### src/rtl/dot_product_feeder.sv
// dot_product_feeder: serial element-pair loader and result register
// for a combinational dot_product core. Pairs stream in over
// valid/ready, are packed into zero-filled vectors that drive the core,
// and the core's result is captured and offered on a valid/ready output.
module dot_product_feeder #(
    parameter int N = 8
) (
    input  logic                     clk,
    input  logic                     rst_n,
    input  logic                     in_valid,
    output logic                     in_ready,
    input  logic [N-1:0]             in_a,
    input  logic [N-1:0]             in_b,
    input  logic                     in_last,
    output logic [N*N-1:0]           vec_a,
    output logic [N*N-1:0]           vec_b,
    input  logic [2*N-1:0]           dp_result,
    output logic                     out_valid,
    input  logic                     out_ready,
    output logic [2*N-1:0]           out_result,
    output logic                     out_short,
    output logic [$clog2(N+1)-1:0]   elem_count
);

    localparam int CNT_W = $clog2(N + 1);
    // Slot index width; kept at least one bit so N=1 still elaborates.
    localparam int IDX_W = (N > 1) ? $clog2(N) : 1;

    typedef enum logic [1:0] {
        LOAD = 2'd0,
        CALC = 2'd1,
        OUT  = 2'd2
    } state_t;

    state_t            state;
    state_t            state_nxt;
    logic [N-1:0][N-1:0] a_q;
    logic [N-1:0][N-1:0] b_q;
    logic [CNT_W-1:0]  cnt_q;
    logic              short_q;
    logic              accept;
    logic              close_vec;
    logic              out_hs;
    logic [IDX_W-1:0]  slot;

    assign accept    = in_valid && in_ready;
    // A vector closes on an explicit last or when the final slot is filled.
    assign close_vec = accept && (in_last || (cnt_q == CNT_W'(N - 1)));
    assign out_hs    = out_valid && out_ready;
    // cnt_q never exceeds N-1 while loading, so the low bits address the slot.
    assign slot      = cnt_q[IDX_W-1:0];

    assign vec_a      = a_q;
    assign vec_b      = b_q;
    assign elem_count = cnt_q;

    // State register.
    always_ff @(posedge clk or negedge rst_n) begin
        if (!rst_n) state <= LOAD;
        else        state <= state_nxt;
    end

    // Next-state logic: LOAD until close, one settle cycle, then hold in OUT.
    always_comb begin
        state_nxt = state;
        case (state)
            LOAD:    if (close_vec) state_nxt = CALC;
            CALC:    state_nxt = OUT;
            OUT:     if (out_ready) state_nxt = LOAD;
            default: state_nxt = LOAD;
        endcase
    end

    // Output decode; in_ready is also gated by reset so nothing is
    // advertised while the block is held in reset.
    always_comb begin
        in_ready  = 1'b0;
        out_valid = 1'b0;
        case (state)
            LOAD:    in_ready  = rst_n;
            OUT:     out_valid = 1'b1;
            default: ;
        endcase
    end

    // Vector assembly: write slot on accept, note short close, clear on handoff.
    always_ff @(posedge clk or negedge rst_n) begin
        if (!rst_n) begin
            a_q     <= '0;
            b_q     <= '0;
            cnt_q   <= '0;
            short_q <= 1'b0;
        end else begin
            if (state == LOAD && accept) begin
                a_q[slot] <= in_a;
                b_q[slot] <= in_b;
                cnt_q     <= cnt_q + CNT_W'(1);
                // cnt+1 < N is the same test as cnt < N-1.
                if (close_vec) short_q <= (cnt_q < CNT_W'(N - 1));
            end
            if (out_hs) begin
                a_q   <= '0;
                b_q   <= '0;
                cnt_q <= '0;
            end
        end
    end

    // Result capture at the end of the settle cycle; held through OUT.
    always_ff @(posedge clk or negedge rst_n) begin
        if (!rst_n) begin
            out_result <= '0;
            out_short  <= 1'b0;
        end else if (state == CALC) begin
            out_result <= dp_result;
            out_short  <= short_q;
        end
    end

endmodule

### config.mk
export PLATFORM = sky130hd
export DESIGN_NAME = dot_product_feeder
export DESIGN_NICKNAME = d
export VERILOG_FILES = /design/src/rtl/dot_product_feeder.sv
export SDC_FILE = /design/constraint.sdc
export NUM_CORES = 1
export LEC_CHECK = 0
export BUFFER_PORTS_ARGS = -buffer_cell sky130_fd_sc_hd__buf_2
export CAP_MARGIN = 15
export CORE_MARGIN = 2
export CORE_UTILIZATION = 35
export CTS_BUF_LIST = sky130_fd_sc_hd__clkbuf_4
export DETAILED_ROUTE_END_ITERATION = 6
export GPL_TIMING_DRIVEN = 0
export PLACE_DENSITY = 0.63
export SLEW_MARGIN = 20
export SYNTH_ARGS = -nofsm -noshare
export SYNTH_HDL_FRONTEND = slang
export SYNTH_SLANG_ARGS = --single-unit
### constraint.sdc
create_clock -name clk -period 2 [get_ports clk]
set_input_delay 0 -clock clk [delete_from_list [all_inputs] [get_ports clk]]
set_output_delay 0 -clock clk [all_outputs]
set_load 0.05 [all_outputs]
==> impl_metrics.ini <==
[setup_path]
r2r_cells = 7
cpMostUsedCell = buf_16
crit_slowest_cell = dlygate4sd3_1
required_ns = 2.47
reg2reg_setup_slack_ns = 0.09
critPathMaxStageDelay_ns = 0.57
r2r_end = vec_b[36]$_DFFE_PN0P_
crit_path_start = rst_n
crit_buf_inv = 9
arrival_ns = 2.42
critPathKind = input pin to flip-flop
path_cells = dlygate4sd3_1, buf_8, buf_16, buf_16, buf_16, buf_16, and4bb_2, buf_4, nand4b_1, buf_4, buf_4, mux2i_1
crit_path_end_kind = flip-flop
crit_path_start_kind = input pin
cp.depth = 12
path_delay_family = buffers and inverters
r2r_start = elem_count[0]$_DFFE_PN0P_
cp_max_fo = 10

[synth]
yosysSeqAreaShare_pct = 59.9
yosysTopAreaCell = dfrtp_1
synthTopCellsByArea = dfrtp_1 60%, o21ai_0 6.9%, nand2_1 6.1%
yosysMostFrequentCell = dfrtp_1
yosys.cell_types.count = 33
synth_common_cells = 152 x dfrtp_1, 103 x nand2_1, 88 x o21ai_0, 57 x nand3_1, 49 x o211ai_1
synth_seq_cells = 152
netlist.area_leader.share_pct = 59.9
synth_edf_count = 0
yosysWarnings = 0
syn_area_um2 = 6350
postSynthAreaPerCell_um2 = 10.6
synth_top_flop_cell = dfrtp_1
netlist_instances = 597
synth_nets = 635
synth_async_sr_flop_share_pct = 100

[power_and_ir_drop]
powerDensity_nw_per_um2 = 1620
p_switching_mw = 7.08
pwr-share-comb_pct = 50.2
seqPwrFrac_pct = 34.3
power.share.switching_pct = 51.6
p_int_mw = 6.64
peakVddDrop_mv = 1.02
clkPwrFrac_pct = 15.6
power_leakage_nw = 4.26

[timing]
timing.fmax_mhz = 512
worst_slew_pin_slew_ns = 0.571
setup_tns_ns = 0
fin_crit_sh_pct = 97.7
setup_violations = 0
finalCriticalPeriod_ns = 1.95
maxSlewHeadroom_pct = 61.9
setup_ws_ns = 0.0463
fin_skew_ns = 0.0204
rsz0062_at_grt = true
hold_viol = 0
maxSlewViolCount = 0

[detailed_routing]
m1WireLength_um = 9120
first_iter_violations = 372
routed-wl-met2_um = 9800
wl_um = 20400
drtAntennaViolNets = 0
met3_length_um = 1200
drt-pass1-iter-count = 5
drc_errors = 0
num_vias = 5590
avgViaCountPerCell = 5.14
wire_per_inst_um = 18.7
top_layer_used = met4

[run]
drv_cap = 0

[worst_hold_path]
hp-start = out_ready
hp-class = input pin to flip-flop
hold_depth = 3
whs_endpoint = state[1]$_DFFE_PN0P_

[floorplanning]
start_util_pct = 35.5
pin_count = 188
die_x_um = 139
core.rowCount = 49
design.core.area_um2 = 17900
fp.dieArea_um2 = 19200
chipHeight_um = 139

[cts]
cts_tree = built
clockBufferDepth = 2
clock_latency_ns = 0.54
cts_buffers = 17
clkSlewWorstSetupHoldPaths_ns = 0.14
clock-sinks = 152
cts_root_buffer = clkbuf_4
h-tree-depth = 4

[global_route]
grt_pass1_vias = 5575
antenna_found_initial = 0
grt_max_degree = 68
grt_pass1_wl_um = 31700
track_usage_pct = 21.1
overflow = 0

[outcome]
outcome = complete, no violations

[cells_and_area]
diodes = 0
fin_nets = 883
area_growth_pct = 33.7
drive_gt1_share_pct = 32.1
utilization_pct = 47.4

[placed_design]
place_ws_ns = -0.421
place_congestion = 0.803
hpwlAfterDp_um = 14200
io_buffers = 187
==> logic make-up (layout without fill, tap and decap cells) <==
kind of cell               count (synthesis)  count (layout)  share of synthesized area, %
muxes                                     42              42                          6.96
AOI/OAI and AO/OA                        159             159                          15.1
adders and majority gates                  1               1                         0.197
xor gates and xnor gates                   1               1                         0.138
and+or+nand+nor                          184             184                          13.5
DFF                                      152             152                          59.9
buffers and inverters                     58             319                          4.18
==> worst register-to-register path, delay by kind of cell (launching register included) <==
family / cells / cell delay (ns)
AO/OA/AOI/OAI: 1 / 0.12
buffers and inverters: 4 / 0.69
flip-flops: 1 / 0.41
AND/OR/NAND/NOR: 2 / 0.64
==> layout make-up <==
| class | count | area [um^2] |
|---|---|---|
| Buffer | 53 | 250 |
| Clock buffer | 19 | 143 |
| Clock inverter | 13 | 178 |
| Fill cell | 1721 | 9410 |
| Inverter | 1 | 3.75 |
| Multi-Input combinational cell | 387 | 2310 |
| Sequential cell | 152 | 3800 |
| Tap cell | 229 | 287 |
| Timing Repair Buffer | 233 | 1520 |
==> power by group through the flow <==
stage	logic, mW	registers, mW	clock network (mW)
global placement	6.70	4.74	0
detailed placement	6.77	4.75	0
global route	7.26	4.81	2.32
CTS	6.85	4.69	2.20
floorplan	1.46	8.24	0
finish	6.88	4.70	2.14
==> placed cells by master (no fill, tap or decap), types with 3 or more instances in the layout <==
cell type / n
nand3_1: 56
mux2i_1: 25
clkbuf_4: 19
buf_2: 194
a21oi_1: 3
clkbuf_1: 35
or2_1: 3
o21ai_0: 88
dfrtp_1: 152
mux2_2: 17
buf_16: 6
buf_6: 3
nand2_1: 103
o21ai_2: 10
clkbuf_2: 3
o211ai_1: 49
o21ai_1: 8
dlygate4sd3_1: 38
bufinv_16: 4
and2_1: 4
clkinv_1: 3
buf_4: 5
==> metrics by stage <==
stage,std cells,power [mW],area (um^2),hold slack [ns]
after detailed placement,1014,11.5,7610,-0.00710
after global placement,1013,11.4,7570,0.233
after CTS,1084,13.7,8390,-0.434
after floorplan,597,9.69,6350,-0.296
final,1087,13.7,8490,0.218
after global routing,1087,14.4,8490,0.172
==> sequential cells by signal (all words and copies together), names as in the netlist <==
signal	flops
elem_count	4
vec_a	64
short_q	1
vec_b	64
out_short	1
state	2
out_result	16
==> metal layers <==
layer / GRT usage [%] / vias to the layer above
met2: 34.1 / 187
met5: 0 / -
met4: 4.57 / 0
met1: 29.3 / 2781
met3: 4.87 / 19
li1: - / 2603
==> worst max-delay path by stage <==
stage and endpoint:
2_1_floorplan vec_a[10]$_DFFE_PN0P_, 3_3_place_gp vec_b[22]$_DFFE_PN0P_, 3_5_place_dp vec_b[22]$_DFFE_PN0P_, 4_1_cts vec_b[61]$_DFFE_PN0P_, 5_1_grt vec_b[14]$_DFFE_PN0P_, 6_report vec_b[24]$_DFFE_PN0P_
==> repair_timing <==
item,4_1_cts,5_1_grt
endpoints found under the hold margin,299,67
setup buffers,0,1
pin swaps,0,1
hold buffers,40,4
endpoints found under the setup margin,21,35
gates resized for setup,1,9
No activity file was read; power rests on OpenSTA's default activity.
